[src/rtl/mov_sum100.sv]
// mov_sum100: moving-window sum of the last DEPTH signed samples.
// Valid/ready in and out, single result register, no skid buffer.
// Ports:
//   clk, rst (async, active-low), clr (sync clear)
//   in[W-1:0], in_valid, in_ready  : sample input
//   out_sum[W+6:0], out_valid, out_ready, out_full : result output
//   tap[W-1:0]   : sample leaving the window (only with MOV_SUM_TAP_EN)
module mov_sum100 #(
  parameter int DEPTH = 100,
  parameter int W     = 32
) (
  input  logic         clk,
  input  logic         rst,
  input  logic         clr,
  input  logic [W-1:0] in,
  input  logic         in_valid,
  output logic         in_ready,
  output logic [W+6:0] out_sum,
  output logic         out_valid,
  input  logic         out_ready,
`ifdef MOV_SUM_TAP_EN
  output logic [W-1:0] tap,
`endif
  output logic         out_full
);

  localparam int AW = $clog2(DEPTH);
  localparam int FW = $clog2(DEPTH + 1);
  localparam logic [AW-1:0] LAST = AW'(DEPTH - 1);
  localparam logic [FW-1:0] FULL = FW'(DEPTH);

  logic [W-1:0]  r_buf [DEPTH];
  logic [AW-1:0] r_wptr;
  logic [FW-1:0] r_fill;
`ifdef MOV_SUM_TAP_EN
  logic [W-1:0]  r_tap;
`endif

  logic          w_acc;
  logic          w_xfer;
  logic          w_is_full;
  logic [W-1:0]  w_old;
  logic [W+6:0]  w_next;

  assign in_ready  = !out_valid || out_ready;
  assign w_acc     = in_valid && in_ready && !clr;
  assign w_xfer    = out_valid && out_ready;
  assign w_is_full = (r_fill == FULL);

  // Slots not yet written since reset/clr are masked out here,
  // so the buffer itself never needs clearing.
  assign w_old  = w_is_full ? r_buf[r_wptr] : '0;
  assign w_next = out_sum
                + {{7{in[W-1]}}, in}
                - {{7{w_old[W-1]}}, w_old};

  always_ff @(posedge clk) begin
    if (w_acc) r_buf[r_wptr] <= in;
  end

  always_ff @(posedge clk or negedge rst) begin
    if (!rst) begin
      r_wptr    <= '0;
      r_fill    <= '0;
      out_sum   <= '0;
      out_full  <= 1'b0;
      out_valid <= 1'b0;
`ifdef MOV_SUM_TAP_EN
      r_tap     <= '0;
`endif
    end else if (clr) begin
      r_wptr    <= '0;
      r_fill    <= '0;
      out_sum   <= '0;
      out_full  <= 1'b0;
      out_valid <= 1'b0;
`ifdef MOV_SUM_TAP_EN
      r_tap     <= '0;
`endif
    end else if (w_acc) begin
      r_wptr    <= (r_wptr == LAST) ? '0 : r_wptr + AW'(1);
      if (!w_is_full) r_fill <= r_fill + FW'(1);
      out_sum   <= w_next;
      // full after this accept: already full, or this is sample DEPTH
      out_full  <= (r_fill >= FULL - FW'(1));
      out_valid <= 1'b1;
`ifdef MOV_SUM_TAP_EN
      r_tap     <= w_old;
`endif
    end else if (w_xfer) begin
      out_valid <= 1'b0;
    end
  end

`ifdef MOV_SUM_TAP_EN
  assign tap = r_tap;
`endif

endmodule

[config.mk]
export PLATFORM = sky130hd
export DESIGN_NAME = mov_sum100
export DESIGN_NICKNAME = d
export VERILOG_FILES = /design/src/rtl/mov_sum100.sv
export SDC_FILE = /design/constraint.sdc
export NUM_CORES = 2
export LEC_CHECK = 0
export BUFFER_PORTS_ARGS = -buffer_cell sky130_fd_sc_hd__buf_2
export CAP_MARGIN = 15
export CORE_MARGIN = 2
export CORE_UTILIZATION = 40
export DETAILED_ROUTE_END_ITERATION = 6
export SLEW_MARGIN = 20
export SYNTH_ARGS = -nofsm -noshare
export SYNTH_HDL_FRONTEND = slang
export SYNTH_SLANG_ARGS = --single-unit
[constraint.sdc]
create_clock -name clk -period 5.9 [get_ports clk]
set_clock_uncertainty 0.15 [all_clocks]
set_input_delay 0.885 -clock clk [delete_from_list [all_inputs] [get_ports clk]]
set_output_delay 0.885 -clock clk [all_outputs]
set_load 0.03 [all_outputs]
==> qor.csv <==
stage;metric;value;unit
floorplanning;std cell rows;208;
sta;Relative slew margins;15.1;%
synth;most common cell in the netlist;edfxtp_1;
pwr;Pint;40900;uW
setup_path;Critical Path Start;r_wptr[0];
pwr;register share of total power;46.6;%
setup_path;Req. time, crit path;6630;ps
route;detailed-route DRC error count;9;
pwr;Worst VDD drop;412;uV
route;Routed Antenna Nets;0;
sta;ratio of final minimum period to clock period;102;%
cts;clk_lat worst skew;990;ps
setup_path;Arrival @ worst endpoint;6720;ps
sta;RSZ-0062 raised after global routing;true;
setup_path;Worst Path Buf+Inv;10;
sta;final hold violations;0;
setup_path;Worst path depth;26;
setup_path;Setup crit end kind;flop;
route;WL per Instance;37.2;microns
synth;syn_area_per_cell;17.4;sq um
place;Port Buf Inserts;78;
setup_path;r2r setup slk;-90;ps
place;GP Congestion;0.995;
pwr;pwr/cell area;345;mW/mm^2
synth;flop and latch count out of synthesis;3255;
pwr;leakage power;0.0525;uW
layout;Nets;8880;
route;Via Count;83600;
cts;total CTS buffers;335;
synth;EDFF count, synth;3200;
setup_path;Setup CP Type;flop to flop;
layout;layout overhead on the synthesized area;23.3;%
cts;Clock Sinks;3255;
run_status;failing checks;DRC, setup timing;
setup_path;Crit Path Max Fanout;10;
floorplanning;full die area;0.328;sq mm
floorplanning;Die Wd;573;microns
setup_path;r2r endpoint;out_sum[38];
setup_path;FF-to-FF Start;r_wptr[0];
sta;Final min period;5990;ps
worst_hold_path;Hold/Removal Path Class;input port to flop;
synth;commonest cells in the netlist;edfxtp_1, nor2_1, a221oi_1;
setup_path;Critical path destination;out_sum[38];
layout;share of post-route cells with drive strength above 1;31.5;%
flow_run;max-cap viol count;0;
pwr;Psw;14100;uW
cts;clock root cell;clkbuf_16;
floorplanning;I/O pin count;79;
setup_path;slowest CP cell;dfrtp_4;
pwr;clock power share;39.0;%
floorplanning;core area;0.321;sq mm
global_routing;GRT Util Overall;29.2;%
floorplanning;Initial Util;40.3;%
setup_path;max incr delay on CP;520;ps
global_routing;largest net degree at the start of global routing;84;
sta;final hold slack;89.0;ps
sta;Worst-Margin Slew;1270;ps
pwr;sw frac;25.6;%
cts;clk buf depth;4;
synth;top cell type's share of synthesized area;74.3;%
cts;Max H-tree Level;5;
sta;highest clock rate;0.167;GHz
synth;syn_nets;7533;
global_routing;grt total ovfl;0;
synth;ys flop type;edfxtp_1;
global_routing;first-pass GRT wire length;666;mm
synth;synth warn;0;
route;drt total wl;497;mm
synth;Post-Syn Area;0.129;sq mm
pwr;Tot Pwr;55000;uW
sta;setup ws final;-89.5;ps
synth;dominant cells by area after synthesis;edfxtp_1, mux4_2, a221oi_1, mux2i_1, mux2_2;
cts;Clk pin slew, worst setup/hold paths;70;ps
setup_path;Top cell by count, worst path;buf_4;
global_routing;number of global-route vias before repair;78700;
synth;Mapped Cells;7415;
route;vias per std cell;6.26;
global_routing;initial antenna violation count;44;
pwr;Comb pwr share;14.4;%
cts;CTS tree;done;
sta;Final Setup Violations;5;
synth;post-synth cell types;90;
place;post-detail-place hpwl;327;mm
synth;top cell type by total area after synthesis;edfxtp_1;
route;drt pass-1 iters;7;
setup_path;R2R depth;26;
synth;register area share after synthesis;75.3;%
route;first-iteration detailed-routing DRC count;15300;
sta;final slew viol count;0;
floorplanning;Die Height;573;microns
setup_path;largest delay contributor family on the critical path;buffers and inverters;
synth;Synth async-reset ratio;1.69;%
setup_path;Worst setup SP type;flop;
run_status;outcome;complete, but fails checks;
## state kept, by name, indices dropped and copies added (netlist names)
signal / count
out_valid: 1
r_wptr: 7
out_sum: 39
out_full: 1
r_fill: 7
r_buf: 3200
## worst register-to-register path, delay by kind of cell, from the launching register on
kind	cells	cell delay [ps]
AOI/OAI and AO/OA	9	1200
adders and majority gates	2	720
buffers and inverters	10	1920
DFF	1	520
and+or+nand+nor	5	1410
## stage by stage
stage               setup slack [ps]  setup TNS (ps)  instances  utilization (%)  cell area [sq um]
floorplan                       1000               0       7415                -             129000
CTS                            -7.88           -7.88      13300             49.0             157000
global placement               -1230          -20480      12600             45.0             145000
global route                    -157           -1620      13300             49.6             160000
detailed placement              -912          -15740      12600             45.0             145000
finish                         -89.5            -208      13400             49.6             160000
## how the worst min path moves through the flow
stage	from	endpoint	slack (ps)	cells after the start
6_report	in[9]	r_buf[48][9]	90	1
5_1_grt	in[9]	r_buf[54][9]	60	1
4_1_cts	in[9]	r_buf[48][9]	60	1
3_5_place_dp	out_sum[33]	out_sum[33]	360	2
3_3_place_gp	out_full	out_full	350	2
2_1_floorplan	r_fill[6]	r_fill[6]	350	2
## layout make-up
class / instances / area (sq um)
Clock inverter: 202 / 2140
Inverter: 171 / 667
Antenna cell: 20 / 50.0
Sequential cell: 3255 / 97500
Fill cell: 26400 / 162000
Clock buffer: 412 / 8830
Multi-Input combinational cell: 3499 / 31300
Tap cell: 4305 / 5390
Timing Repair Buffer: 1500 / 13800
## logic make-up (layout without fill, tap and decap cells)
logic type | Yosys count | in the layout | share of synthesized area, %
XOR/XNOR | 32 | 32 | 0.217
other | 0 | 20 | 0
adder cells (fa/ha/maj) | 81 | 81 | 1.00
flip-flops | 3255 | 3255 | 75.3
buffers and inverters | 662 | 2285 | 2.64
AND/OR/NAND/NOR | 922 | 923 | 2.94
multiplexers | 817 | 817 | 8.95
AO/OA/AOI/OAI | 1646 | 1646 | 8.91
## power groups by stage
stage / combinational (uW) / clock (uW) / sequential (uW)
after floorplan: 3050 / 0 / 26300
after global placement: 6940 / 0 / 26100
after detailed placement: 6930 / 0 / 26100
after CTS: 7270 / 21500 / 25600
after global routing: 8250 / 22400 / 25600
final: 7910 / 21400 / 25600
## what timing repair did
item	in CTS	in global routing
hold buffers	2	0
endpoints found under the hold margin	37	0
cloned	7	9
setup buffers	67	50
resized for setup	196	285
pin swaps	44	90
setup endpoints to repair	30	28
## placed cells by master (no fill, tap or decap), types with 30 or more instances in the layout
master,Yosys,final
a211oi_1,49,35
a21oi_1,399,355
a21oi_2,2,42
a221oi_1,436,360
a221oi_2,4,67
a22o_1,49,49
a22oi_1,107,104
buf_12,0,143
buf_2,178,46
buf_4,90,1216
buf_6,49,58
bufinv_16,0,32
clkbuf_1,148,66
clkbuf_16,0,347
clkinv_1,4,75
clkinv_2,0,54
dfrtp_1,55,50
edfxtp_1,3200,3200
fa_1,38,37
inv_1,165,163
mux2_2,201,201
mux2i_1,363,356
mux4_2,251,251
nand2_1,285,275
nand3_1,40,36
nor2_1,484,365
nor2_4,0,111
o21ai_0,211,169
o21ai_1,10,34
o221ai_1,36,30
o22ai_1,127,113
## routing by layer
| metal | vias to the layer above | share of wire (%) | global-route usage, % |
|---|---|---|---|
| li1 | 32800 | - | - |
| met1 | 43200 | 37 | 39.6 |
| met2 | 6406 | 43 | 43.0 |
| met3 | 1164 | 13 | 7.13 |
| met4 | 18 | 6.8 | 16.7 |
| met5 | - | 0.023 | 0 |
Note: power is estimated with default switching activity, not from simulation.
